<file path="config.mk">
export PLATFORM = sky130hd
export DESIGN_NAME = mem_arbiter_flat
export DESIGN_NICKNAME = d
export VERILOG_FILES = /design/src/rtl/mem_arbiter_if.sv /design/src/rtl/mem_arbiter.sv /design/src/flat_wrapper.sv
export SDC_FILE = /design/constraint.sdc
export NUM_CORES = 1
export LEC_CHECK = 0
export CAP_MARGIN = 20
export CORE_MARGIN = 3
export CORE_UTILIZATION = 38
export DETAILED_ROUTE_END_ITERATION = 8
export PLACE_DENSITY = 0.93
export SLEW_MARGIN = 20
export SYNTH_ARGS = -nofsm -noshare
export SYNTH_HDL_FRONTEND = slang
export SYNTH_SLANG_ARGS = --single-unit
</file>
<file path="constraint.sdc">
create_clock -name clk_i -period 3.4 [get_ports clk_i]
set_input_delay 0.85 -clock clk_i [delete_from_list [all_inputs] [get_ports clk_i]]
set_output_delay 0.85 -clock clk_i [all_outputs]
set_load 0.01 [all_outputs]
</file>
<file path="src/rtl/mem_arbiter_if.sv">
// -----------------------------------------------------------------------------
// mem_arbiter_if
// Bundle of the signals that connect the arbiter to its two requesters
// (instruction fetch, load/store) and to the shared word memory.
//   master : environment side (core requesters + memory model)
//   slave  : arbiter side
// Requester signals : if_req_i, if_addr_i, if_gnt_o, if_rvalid_o, if_rdata_o,
//                     ls_req_i, ls_we_i, ls_addr_i, ls_wdata_i, ls_gnt_o,
//                     ls_rvalid_o, ls_rdata_o
// Memory signals    : mem_re_o, mem_raddr_o, mem_rdata_i, mem_we_o,
//                     mem_waddr_o, mem_wdata_o
// -----------------------------------------------------------------------------
interface mem_arbiter_if #(
   parameter int NUMWORDS  = 4096,
   parameter int DATAWIDTH = 32
);
   localparam int AW = $clog2(NUMWORDS);

   // fetch port (read-only)
   logic                 if_req_i;
   logic [AW-1:0]        if_addr_i;
   logic                 if_gnt_o;
   logic                 if_rvalid_o;
   logic [DATAWIDTH-1:0] if_rdata_o;

   // load/store port
   logic                 ls_req_i;
   logic                 ls_we_i;
   logic [AW-1:0]        ls_addr_i;
   logic [DATAWIDTH-1:0] ls_wdata_i;
   logic                 ls_gnt_o;
   logic                 ls_rvalid_o;
   logic [DATAWIDTH-1:0] ls_rdata_o;

   // memory side
   logic                 mem_re_o;
   logic [AW-1:0]        mem_raddr_o;
   logic [DATAWIDTH-1:0] mem_rdata_i;
   logic                 mem_we_o;
   logic [AW-1:0]        mem_waddr_o;
   logic [DATAWIDTH-1:0] mem_wdata_o;

   modport master (
      output if_req_i, if_addr_i,
      input  if_gnt_o, if_rvalid_o, if_rdata_o,
      output ls_req_i, ls_we_i, ls_addr_i, ls_wdata_i,
      input  ls_gnt_o, ls_rvalid_o, ls_rdata_o,
      input  mem_re_o, mem_raddr_o, mem_we_o, mem_waddr_o, mem_wdata_o,
      output mem_rdata_i
   );

   modport slave (
      input  if_req_i, if_addr_i,
      output if_gnt_o, if_rvalid_o, if_rdata_o,
      input  ls_req_i, ls_we_i, ls_addr_i, ls_wdata_i,
      output ls_gnt_o, ls_rvalid_o, ls_rdata_o,
      output mem_re_o, mem_raddr_o, mem_we_o, mem_waddr_o, mem_wdata_o,
      input  mem_rdata_i
   );
endinterface

</file>
<file path="src/rtl/mem_arbiter.sv">
// -----------------------------------------------------------------------------
// mem_arbiter
// Two-requester round-robin arbiter sharing a single-cycle word memory between
// the fetch unit (read-only) and the load/store unit (read/write). At most one
// transaction is granted per cycle; the grant is combinational and the response
// (read data or store ack) is registered and appears one cycle later.
// Ports:
//   clk_i  : clock, rising edge
//   rst_ni : asynchronous active-low reset
//   bus    : mem_arbiter_if.slave (requester handshakes + memory ports)
// -----------------------------------------------------------------------------
module mem_arbiter #(
   parameter int NUMWORDS  = 4096,
   parameter int DATAWIDTH = 32
) (
   input  logic          clk_i,
   input  logic          rst_ni,
   mem_arbiter_if.slave  bus
);
   localparam int AW = $clog2(NUMWORDS);

   // Priority pointer: which port wins when both request.
   typedef enum logic {
      PRIO_IF = 1'b0,
      PRIO_LS = 1'b1
   } prio_e;

   prio_e                r_prio;
   prio_e                w_prio_next;

   logic                 w_if_gnt;
   logic                 w_ls_gnt;
   logic                 w_mem_re;
   logic [AW-1:0]        w_mem_raddr;
   logic                 w_mem_we;
   logic [AW-1:0]        w_mem_waddr;
   logic [DATAWIDTH-1:0] w_mem_wdata;

   logic                 r_if_rvalid;
   logic [DATAWIDTH-1:0] r_if_rdata;
   logic                 r_ls_rvalid;
   logic [DATAWIDTH-1:0] r_ls_rdata;

   // ---------------------------------------------------------------- state
   always_ff @(posedge clk_i or negedge rst_ni) begin
      if (!rst_ni) begin
         r_prio <= PRIO_IF;
      end else begin
         r_prio <= w_prio_next;
      end
   end

   // --------------------------------------- arbitration + memory steering
   always_comb begin
      w_prio_next = r_prio;
      w_if_gnt    = 1'b0;
      w_ls_gnt    = 1'b0;
      w_mem_re    = 1'b0;
      w_mem_raddr = '0;
      w_mem_we    = 1'b0;
      w_mem_waddr = '0;
      w_mem_wdata = '0;

      if (bus.if_req_i && bus.ls_req_i) begin
         if (r_prio == PRIO_IF) begin
            w_if_gnt = 1'b1;
         end else begin
            w_ls_gnt = 1'b1;
         end
      end else if (bus.if_req_i) begin
         w_if_gnt = 1'b1;
      end else if (bus.ls_req_i) begin
         w_ls_gnt = 1'b1;
      end

      // The pointer always flips to the port that did not just win.
      if (w_if_gnt) begin
         w_prio_next = PRIO_LS;
         w_mem_re    = 1'b1;
         w_mem_raddr = bus.if_addr_i;
      end else if (w_ls_gnt) begin
         w_prio_next = PRIO_IF;
         if (bus.ls_we_i) begin
            w_mem_we    = 1'b1;
            w_mem_waddr = bus.ls_addr_i;
            w_mem_wdata = bus.ls_wdata_i;
         end else begin
            w_mem_re    = 1'b1;
            w_mem_raddr = bus.ls_addr_i;
         end
      end
   end

   // ---------------------------------------------------- response registers
   // The loser's rdata holds its last value; only rvalid is cleared.
   always_ff @(posedge clk_i or negedge rst_ni) begin
      if (!rst_ni) begin
         r_if_rvalid <= 1'b0;
         r_if_rdata  <= '0;
         r_ls_rvalid <= 1'b0;
         r_ls_rdata  <= '0;
      end else begin
         r_if_rvalid <= w_if_gnt;
         r_ls_rvalid <= w_ls_gnt;
         if (w_if_gnt) begin
            r_if_rdata <= bus.mem_rdata_i;
         end
         if (w_ls_gnt) begin
            // store acks return zero data
            r_ls_rdata <= bus.ls_we_i ? '0 : bus.mem_rdata_i;
         end
      end
   end

   // -------------------------------------------------------------- outputs
   assign bus.if_gnt_o    = w_if_gnt;
   assign bus.ls_gnt_o    = w_ls_gnt;
   assign bus.if_rvalid_o = r_if_rvalid;
   assign bus.if_rdata_o  = r_if_rdata;
   assign bus.ls_rvalid_o = r_ls_rvalid;
   assign bus.ls_rdata_o  = r_ls_rdata;
   assign bus.mem_re_o    = w_mem_re;
   assign bus.mem_raddr_o = w_mem_raddr;
   assign bus.mem_we_o    = w_mem_we;
   assign bus.mem_waddr_o = w_mem_waddr;
   assign bus.mem_wdata_o = w_mem_wdata;

endmodule

</file>
<file path="src/flat_wrapper.sv">
// flat-port wrapper written by rule: the top's interface ports become plain ports
module mem_arbiter_flat 
#(
   parameter int NUMWORDS  = 4096,
   parameter int DATAWIDTH = 32
)
  (clk_i, rst_ni, bus_if_req_i, bus_if_addr_i, bus_if_gnt_o, bus_if_rvalid_o, bus_if_rdata_o, bus_ls_req_i, bus_ls_we_i, bus_ls_addr_i, bus_ls_wdata_i, bus_ls_gnt_o, bus_ls_rvalid_o, bus_ls_rdata_o, bus_mem_re_o, bus_mem_raddr_o, bus_mem_we_o, bus_mem_waddr_o, bus_mem_wdata_o, bus_mem_rdata_i);
  mem_arbiter_if #(.NUMWORDS(NUMWORDS), .DATAWIDTH(DATAWIDTH)) bus_i ();
  input  logic clk_i;
  input  logic rst_ni;
  input wire logic [$bits(bus_i.if_req_i)-1:0] bus_if_req_i;
  input wire logic [$bits(bus_i.if_addr_i)-1:0] bus_if_addr_i;
  output wire logic [$bits(bus_i.if_gnt_o)-1:0] bus_if_gnt_o;
  output wire logic [$bits(bus_i.if_rvalid_o)-1:0] bus_if_rvalid_o;
  output wire logic [$bits(bus_i.if_rdata_o)-1:0] bus_if_rdata_o;
  input wire logic [$bits(bus_i.ls_req_i)-1:0] bus_ls_req_i;
  input wire logic [$bits(bus_i.ls_we_i)-1:0] bus_ls_we_i;
  input wire logic [$bits(bus_i.ls_addr_i)-1:0] bus_ls_addr_i;
  input wire logic [$bits(bus_i.ls_wdata_i)-1:0] bus_ls_wdata_i;
  output wire logic [$bits(bus_i.ls_gnt_o)-1:0] bus_ls_gnt_o;
  output wire logic [$bits(bus_i.ls_rvalid_o)-1:0] bus_ls_rvalid_o;
  output wire logic [$bits(bus_i.ls_rdata_o)-1:0] bus_ls_rdata_o;
  output wire logic [$bits(bus_i.mem_re_o)-1:0] bus_mem_re_o;
  output wire logic [$bits(bus_i.mem_raddr_o)-1:0] bus_mem_raddr_o;
  output wire logic [$bits(bus_i.mem_we_o)-1:0] bus_mem_we_o;
  output wire logic [$bits(bus_i.mem_waddr_o)-1:0] bus_mem_waddr_o;
  output wire logic [$bits(bus_i.mem_wdata_o)-1:0] bus_mem_wdata_o;
  input wire logic [$bits(bus_i.mem_rdata_i)-1:0] bus_mem_rdata_i;
  assign bus_i.if_req_i = bus_if_req_i;
  assign bus_i.if_addr_i = bus_if_addr_i;
  assign bus_if_gnt_o = bus_i.if_gnt_o;
  assign bus_if_rvalid_o = bus_i.if_rvalid_o;
  assign bus_if_rdata_o = bus_i.if_rdata_o;
  assign bus_i.ls_req_i = bus_ls_req_i;
  assign bus_i.ls_we_i = bus_ls_we_i;
  assign bus_i.ls_addr_i = bus_ls_addr_i;
  assign bus_i.ls_wdata_i = bus_ls_wdata_i;
  assign bus_ls_gnt_o = bus_i.ls_gnt_o;
  assign bus_ls_rvalid_o = bus_i.ls_rvalid_o;
  assign bus_ls_rdata_o = bus_i.ls_rdata_o;
  assign bus_mem_re_o = bus_i.mem_re_o;
  assign bus_mem_raddr_o = bus_i.mem_raddr_o;
  assign bus_mem_we_o = bus_i.mem_we_o;
  assign bus_mem_waddr_o = bus_i.mem_waddr_o;
  assign bus_mem_wdata_o = bus_i.mem_wdata_o;
  assign bus_i.mem_rdata_i = bus_mem_rdata_i;
  mem_arbiter #(.NUMWORDS(NUMWORDS), .DATAWIDTH(DATAWIDTH)) u_core (.clk_i(clk_i), .rst_ni(rst_ni), .bus(bus_i));
endmodule
</file>
==> results summary, run 1 <==
The run finished with clean final reports. The class of the tightest hold or removal check is flip-flop to flip-flop. Summed over all layers, the global routing overflow is 0. The congestion estimate from routability-driven global placement came to 0.9209. The fraction of final layout cells sized beyond drive strength 1 came out at 20.59%. The layout has 557 filler cells.

The area of the die is approximately 9600 sq um. The number of remaining DRC errors is 0. In this run the critical register-to-register path is launched from u_core.r_prio.

The effective utilization at floorplan is between 40% and 50%. The clock latency at the later pin of the worst-skew pair is 0.34 ns. The total core area is 7968 sq um.

The leakage power summed over all cells is 0.002527 uW. Pin placement for this block handled 219 I/O pins. The synthesized netlist net count is 339.

At the pin with the least slew margin, the transition time is 0.7199 ns. For the worst setup path, the data arrival time is 2.50 ns. The chip height is 97.87 um. The most critical setup path has its startpoint at bus_ls_req_i. The layout net count came out at between 500 and 600. TritonCTS built the clock tree. The overall power consumption came out at 2572 uW. Summing the sequential cell areas from Yosys gives 52.28% of the chip area. The number of distinct standard cells referenced by the synthesized netlist is 20.

Summing over every cut layer, the via total after detailed routing is 2716. The count of hold-fix buffers inserted at cts is 0. The number of synthesized register bits is 67. For this run, the number of standard cells in the final layout without fillers is 578. The setup fix buffers added after clock tree synthesis is 0. The number of nets with antenna violations after routing is 0. The first TritonRoute pass finished after 4 iterations. Once placement completed, the tool counted placed cells totaling 561.

The maximum number of buffers from clock root to sink is 2. The number of levels in the clock H-tree is 3. Counting I/O delays and the setup requirement, the final critical path takes 3.351 ns. The wire length of the first global-routing pass came out at ~17000 um. The number of CTS-inserted buffers is 9.

The biggest fanout along the worst timing path is 45. The timing-limited maximum frequency is 298.4 MHz. The clock transition time at the flip-flop clock pins of the worst setup and hold paths came out at 0.07 ns.

The number of max-capacitance violations reported came out at 0. The count of warnings emitted by yosys came out at 0. The relative max-transition margin is 52.01%. The number of core rows is 32. The overall track demand over capacity in global routing is ~22%. After legalization and detailed placement, the total HPWL measured 8436 um. The worst-case clock skew came out at 0.004839 ns.

The worst hold path begins at u_core.bus.if_rdata_o[7]. The power density relative to cell area is roughly 450 nW/um^2. The max-slew violation total from the final report was 0. The count of buffers added on input and output ports is 218. The worst setup path is launched from an input pin.

The growth of design area from synthesis to finish is 79.52%. The setup slack after placement is -0.03992 ns. The number of endpoints with negative hold slack in the final report is 0. The required time at the worst-slack endpoint came out at 2.55 ns. In the final routed layout, each cell accounts on average for about 18 um.

The initial antenna violation count is 0. The antenna cell count came out at 0. The root buffer cell chosen for the clock tree is sky130_fd_sc_hd__clkbuf_8. The maximum VDD drop is 0.3489 mV. The die is 97.87 um wide.

Synthesis handed over a netlist of between 200 and 250 instances. In the post-route analysis, the smallest setup slack over all paths is 0.04878 ns. The maximum number of pins on one net before global-route repair is 46. The sink count of the clock tree is between 60 and 70.

The final instance area is 5757 sq um. The post-synthesis instance area is 3207 sq um. After layout, the worst path uses between 90% and 100% of the clock period. The setup path with the least slack is of type input pin to output port. In the routed layout, each cell is associated on average with a via count of 4.699. The final setup violation count came out at 0. Setup repair after global routing left no endpoint under its margin.

The synthesized area per cell is 13.04 sq um. The initial detailed-routing violation count is 41. The number of global-route vias before repair is 2969. The sum of routed wire length over all layers is 10640 um. STA classifies the critical path endpoint as an output port. The total cell area at the placement stage is 5499 sq um.
where the power goes:
part           internal [uW]  switching, uW
Combinational            493            283
Clock                    508            311
Sequential               913           64.2
Total                   1910            658
Yosys cell counts:
| cell | count | area [sq um] |
|---|---|---|
| sky130_fd_sc_hd__a21boi_2 | 1 | 11.26 |
| sky130_fd_sc_hd__nor2b_1 | 11 | 68.82 |
| sky130_fd_sc_hd__and2_1 | 44 | 275.3 |
| sky130_fd_sc_hd__buf_6 | 4 | 45.04 |
| sky130_fd_sc_hd__clkbuf_2 | 3 | 15.01 |
| sky130_fd_sc_hd__buf_4 | 1 | 7.510 |
| sky130_fd_sc_hd__a22o_1 | 12 | 105.1 |
| sky130_fd_sc_hd__inv_1 | 2 | 7.510 |
| sky130_fd_sc_hd__dfrtp_1 | 67 | 1677 |
| sky130_fd_sc_hd__nand2_2 | 1 | 6.260 |
| sky130_fd_sc_hd__buf_2 | 3 | 15.01 |
| sky130_fd_sc_hd__o21ai_0 | 1 | 5.000 |
| sky130_fd_sc_hd__a21oi_1 | 1 | 5.000 |
| sky130_fd_sc_hd__clkbuf_8 | 3 | 41.29 |
| sky130_fd_sc_hd__nand2b_4 | 1 | 13.76 |
| sky130_fd_sc_hd__and2b_1 | 21 | 157.7 |
| sky130_fd_sc_hd__and3_1 | 1 | 6.260 |
| sky130_fd_sc_hd__nand2b_1 | 2 | 12.51 |
| sky130_fd_sc_hd__clkbuf_1 | 3 | 11.26 |
| sky130_fd_sc_hd__mux2_2 | 64 | 720.7 |
repair_timing:
item / CTS / global route
gates cloned: 0 / 1
pin swaps: 0 / 0
endpoints found under the setup margin: 30 / 7
resized for setup: 9 / 7
hold endpoints to repair: 0 / 0
flip-flops by register name, summed over array words and instances, names as in the netlist:
register / flops
u_core.bus.if_rdata_o: 32
u_core.bus.if_rvalid_o: 1
u_core.bus.ls_rdata_o: 32
u_core.bus.ls_rvalid_o: 1
u_core.r_prio: 1
cell usage in the layout (no fill, tap or decap), types with 2 or more instances in the layout:
master                              n
sky130_fd_sc_hd__dlymetal6s2s_1     2
sky130_fd_sc_hd__and2_1            44
sky130_fd_sc_hd__clkdlybuf4s50_1  206
sky130_fd_sc_hd__bufinv_16          3
sky130_fd_sc_hd__dlygate4sd2_1      9
sky130_fd_sc_hd__a22o_1            12
sky130_fd_sc_hd__buf_12             2
sky130_fd_sc_hd__inv_1              2
sky130_fd_sc_hd__nand2b_1           2
sky130_fd_sc_hd__buf_4             10
sky130_fd_sc_hd__mux2_2            64
sky130_fd_sc_hd__clkbuf_8          10
sky130_fd_sc_hd__nor2b_1           11
sky130_fd_sc_hd__and2b_1           21
sky130_fd_sc_hd__dfrtp_1           67
critical path, stage by stage:
cell and delay, ns:
sky130_fd_sc_hd__clkdlybuf4s50_1 0.51, sky130_fd_sc_hd__and3_1 0.22, sky130_fd_sc_hd__buf_12 0.20, sky130_fd_sc_hd__and2_1 0.18
sky130_fd_sc_hd__clkdlybuf4s50_1 0.54
final timing paths:
| kind | to | slack [ns] | depth (start not counted) |
|---|---|---|---|
| max | bus_mem_wdata_o[31] | 0.05 | 5 |
| min | u_core.bus.if_rdata_o[7] | 0.51 | 1 |
| max reg2reg | u_core.bus.ls_rdata_o[6] | 1.82 | 4 |
| min reg2reg | u_core.bus.if_rdata_o[7] | 0.51 | 1 |
| max in group asynchronous | u_core.bus.ls_rdata_o[24] | 2.20 | 2 |
| min in group asynchronous | u_core.bus.if_rdata_o[15] | 0.56 | 1 |
metrics by stage:
| stage | hold slack (ns) | TNS (ns) | utilization (%) |
|---|---|---|---|
| finish | 0.5092 | 0 | 72.25 |
| global route | 0.5256 | 0 | 72.25 |
| CTS | 0.5117 | 0 | 72.00 |
| detailed placement | 0.4951 | -0.3770 | 69.02 |
| global placement | 0.4866 | -0.04714 | 69.02 |
| floorplan | 0.5500 | 0 | - |
area by class of cell:
class	count	area (sq um)	share of cell area, %
Sequential cell	67	1677	29.12
Clock buffer	10	137.6	2.391
Tap cell	102	127.6	2.217
Clock inverter	6	111.4	1.934
Timing Repair Buffer	231	2297	39.90
Multi-Input combinational cell	160	1399	24.30
Inverter	2	7.507	0.1304
cell families (layout without fill, tap and decap cells):
| family | count (synthesis) | after routing | synth area share (%) |
|---|---|---|---|
| AOI/OAI and AO/OA | 15 | 15 | 3.940 |
| buffers and inverters | 19 | 249 | 4.448 |
| DFF | 67 | 67 | 52.28 |
| muxes | 64 | 64 | 22.47 |
| and+or+nand+nor | 81 | 81 | 16.86 |
metal layers:
layer / up-vias / share of wire (%) / global-route usage (%)
met2: 107 / 52 / 39.16
met3: 16 / 7.3 / 7.500
met1: 1315 / 39 / 25.54
met4: 0 / 1.6 / 5.857
met5: - / 0 / 0
li1: 1278 / - / -
Note: power is estimated with default switching activity, not from simulation.
==> run 2: changes to the inputs <==
--- a/config.mk
+++ b/config.mk
@@ -10,6 +10,7 @@
 export CORE_UTILIZATION = 38
 export DETAILED_ROUTE_END_ITERATION = 8
 export PLACE_DENSITY = 0.93
+export SETUP_SLACK_MARGIN = 0.5
 export SLEW_MARGIN = 20
 export SYNTH_ARGS = -nofsm -noshare
 export SYNTH_HDL_FRONTEND = slang
==> run 2 against run 1 <==
- clock skew is 0.00050 ns lower
- global-route usage is 0.65 points higher
- die area stayed put
- highest routed layer unchanged
- sequential cell count stayed put
- sequential share of layout area is 0.16 points higher
- fmax is 18% higher
- non-clock buffer count is 3 higher
==> results summary, run 2 (synthesized netlist as in run 1, its figures left out) <==
Leaving out fill and tap cells, the most frequent cell in the layout is sky130_fd_sc_hd__clkdlybuf4s50_1. The initial detailed-routing violation count is 48 (+17%). The wire length per cell came to 18.73 um (+1.7%).

The number of buffers and inverters on the critical path is 3 (unchanged). The number of CTS-inserted buffers came out at 9 (unchanged). The number of remaining DRC errors came out at 0 (unchanged). The startpoint-to-endpoint class of the critical path is input pin to output port. The top-level I/O count is 219 (unchanged). Among all stages on the critical path, the largest delay is contributed by sky130_fd_sc_hd__bufbuf_16. The timing-limited maximum frequency is 351.3 MHz (+18%). The startpoint type of the worst setup path is an input pin. STA classifies the critical path endpoint as an output port. The relative max-transition margin came out at 52.32% (+0.31 points). The clock latency at the later pin of the worst-skew pair is 0.34 ns (about the same). The effective utilization at floorplan is 40.25% (unchanged). The die extent in x came out at 97.87 um (unchanged). The leakage power summed over all cells is 0.002713 uW (+7.3%). The overall track demand over capacity in global routing is 22.76% (+0.65 points).

The number of global-route vias before repair is 3012 (+1.4%). The worst register-to-register path begins at u_core.r_prio. The delay of the slowest cell on the worst path was 0.28 ns (-0.26 ns). The class of the tightest hold or removal check is flip-flop to flip-flop. The first element of the critical path is bus_ls_req_i.

The layout net count came to 567 (+0.53%). The area of all sequential standard cells is 1677 sq um (unchanged). The flow ran to the end, and the final reports show no timing, DRC or antenna violations. The iteration count of the initial detailed-routing pass is 6 (+2). The required time at the worst-slack endpoint is 2.55 ns (about the same). The worst hold-check slack is 0.5092 ns (+0.000001000 ns).

The total core area is 7968 sq um (unchanged). The sink count of the clock tree came out at 67 (unchanged). The area of the multi-input gates was 1411 sq um (+0.89%). The via-per-instance ratio is 4.719 (+0.44%).

The chip height came out at 97.87 um (unchanged). The area growth from synthesis to layout is 78.54%. The number of nets with antenna violations after routing was 0 (unchanged).

The post-layout minimum cycle time came to 2.847 ns (-0.5046 ns). The slew at the pin with the worst max-slew slack is 0.7152 ns (-0.004654 ns). The slack of the worst reg-to-reg path came out at 1.82 ns (about the same). The maximum number of buffers from clock root to sink came out at 2 (unchanged). The wire length of the first global-routing pass is 17060 um (+2.6%). The count of hold-fix buffers inserted at cts came out at 0 (unchanged). The detailed placer's ending HPWL came out at 8436 um (unchanged).

The number of core rows was 32 (unchanged). The final setup violation count is 0 (unchanged). The clock transition time at the flip-flop clock pins of the worst setup and hold paths was 0.07 ns (about the same). The global route total overflow came out at 0 (unchanged). Grouping stages by cell kind, the critical path spends the most delay in buffers and inverters. The maximum VDD drop came out at 0.3491 mV (about the same).

The most critical setup path has its endpoint at bus_mem_wdata_o[20]. The initial antenna violation count came out at 0 (unchanged). The number of max-capacitance violations reported is 0 (unchanged). The power density relative to cell area is 447.2 nW/um^2 (about the same). The maximum number of pins on one net before global-route repair was 38 (-17%). The number of port buffers came out at 218 (unchanged). The number of endpoints with negative hold slack in the final report is 0 (unchanged). The library cells used most frequently in the layout, excluding fill and tap cells, are 155 x sky130_fd_sc_hd__clkdlybuf4s50_1, 67 x sky130_fd_sc_hd__dfrtp_1, 64 x sky130_fd_sc_hd__mux2_2. The critical path depth in cells is 5 (unchanged). The area of the die came out at 9578 sq um (unchanged).

The via count came to 2742 (+0.96%). The fill cell instance count of the final layout came out at 584 (+4.8%). Setup repair after global routing left no endpoint under its margin.

TritonCTS built the clock tree. The number of levels in the clock H-tree is 3 (unchanged). The part of the cycle the worst path needs is 83.73% (-15 points). The worst-case reg-to-reg path depth is 4 (unchanged).

The antenna cell count is 0 (unchanged). The weighted congestion reported at the end of routability-driven placement came out at 0.9209 (unchanged). The critical path goes through clkdlybuf4s15_2, and3_4, bufbuf_16, and2_1, dlygate4sd2_1. The worst-case clock skew is 0.004336 ns (-0.0005031 ns). The worst flop-to-flop path endpoint is u_core.bus.ls_rdata_o[6]. The max-slew violation total from the final report is 0 (unchanged). The fraction of final layout cells sized beyond drive strength 1 is 23.59% (+3.0 points). The share of the core filled with cells in the final layout is 71.86% (-0.39 points). The biggest fanout along the worst timing path came out at 22 (-51%). The root buffer cell is sky130_fd_sc_hd__clkbuf_8. The sum of routed wire length over all layers is 10880 um (+2.3%). The worst path arrival time came to 2.00 ns (-0.50 ns).
==> run 2: cell count changes in the layout (fill, tap and decap cells not counted) <==
cell	change
sky130_fd_sc_hd__clkdlybuf4s50_1	-51
sky130_fd_sc_hd__and3_4	+1
sky130_fd_sc_hd__buf_4	+1
sky130_fd_sc_hd__clkbuf_2	+6
sky130_fd_sc_hd__and3_1	-1
sky130_fd_sc_hd__bufbuf_16	+1
sky130_fd_sc_hd__dlygate4sd2_1	+42
sky130_fd_sc_hd__clkdlybuf4s15_2	+2
sky130_fd_sc_hd__dlymetal6s2s_1	-2
sky130_fd_sc_hd__nand2b_1	-1
sky130_fd_sc_hd__nand2b_4	+1
sky130_fd_sc_hd__buf_2	+2
sky130_fd_sc_hd__clkdlybuf4s15_1	+1
sky130_fd_sc_hd__buf_6	+1
==> run 2: through the flow <==
stage	instances	power [uW]	TNS, ns	cell area [sq um]	setup WS, ns
6_report	581	2561	0	5725	0.5533
3_5_place_dp	561	1778	-0.3770	5499	-0.03992
4_1_cts	581	2593	0	5748	0.4629
2_1_floorplan	246	1279	0	3207	0.9798
3_3_place_gp	561	1749	-0.04714	5499	-0.02941
5_1_grt	581	2683	0	5725	0.5068
==> run 2: timing repair <==
| action | 4_1_cts | 5_1_grt |
|---|---|---|
| setup endpoints to repair | 60 | 7 |
| gates resized for setup | 80 | 12 |
| setup buffers | 2 | 0 |
| gates cloned | 2 | 0 |
==> run 2: worst min path at each step <==
stage / start / to / depth (start not counted)
final: u_core.bus.if_rdata_o[7] / u_core.bus.if_rdata_o[7] / 1
after global routing: u_core.bus.ls_rdata_o[7] / u_core.bus.ls_rdata_o[7] / 1
after CTS: u_core.bus.ls_rdata_o[13] / u_core.bus.ls_rdata_o[13] / 1
after detailed placement: u_core.bus.ls_rdata_o[13] / u_core.bus.ls_rdata_o[13] / 1
after global placement: u_core.bus.ls_rdata_o[2] / u_core.bus.ls_rdata_o[2] / 1
after floorplan: rst_ni / u_core.bus.if_rdata_o[0] / 0
==> run 2: per-layer routing <==
| layer | wire, um | part of all wire [%] | track usage (%) |
|---|---|---|---|
| met1 | 4284 | 39 | 26.64 |
| met2 | 5617 | 52 | 39.53 |
| met3 | 787 | 7.2 | 7.714 |
| met4 | 192 | 1.8 | 6.816 |
| met5 | 0 | 0 | 0 |
==> run 2: final cells by class <==
cell class	count	share of cell area [%]
multi-input combinational	160	24.65
sequential	67	29.28
timing repair buffer	234	39.36
clock buffer	10	2.404
clock inverter	6	1.945
inverter	2	0.1311
tap	102	2.229
==> run 2: where the power goes <==
group	switching (uW)	total [uW]	internal [uW]
logic	285	764	479
clock network	311	819	508
registers	64.7	978	913
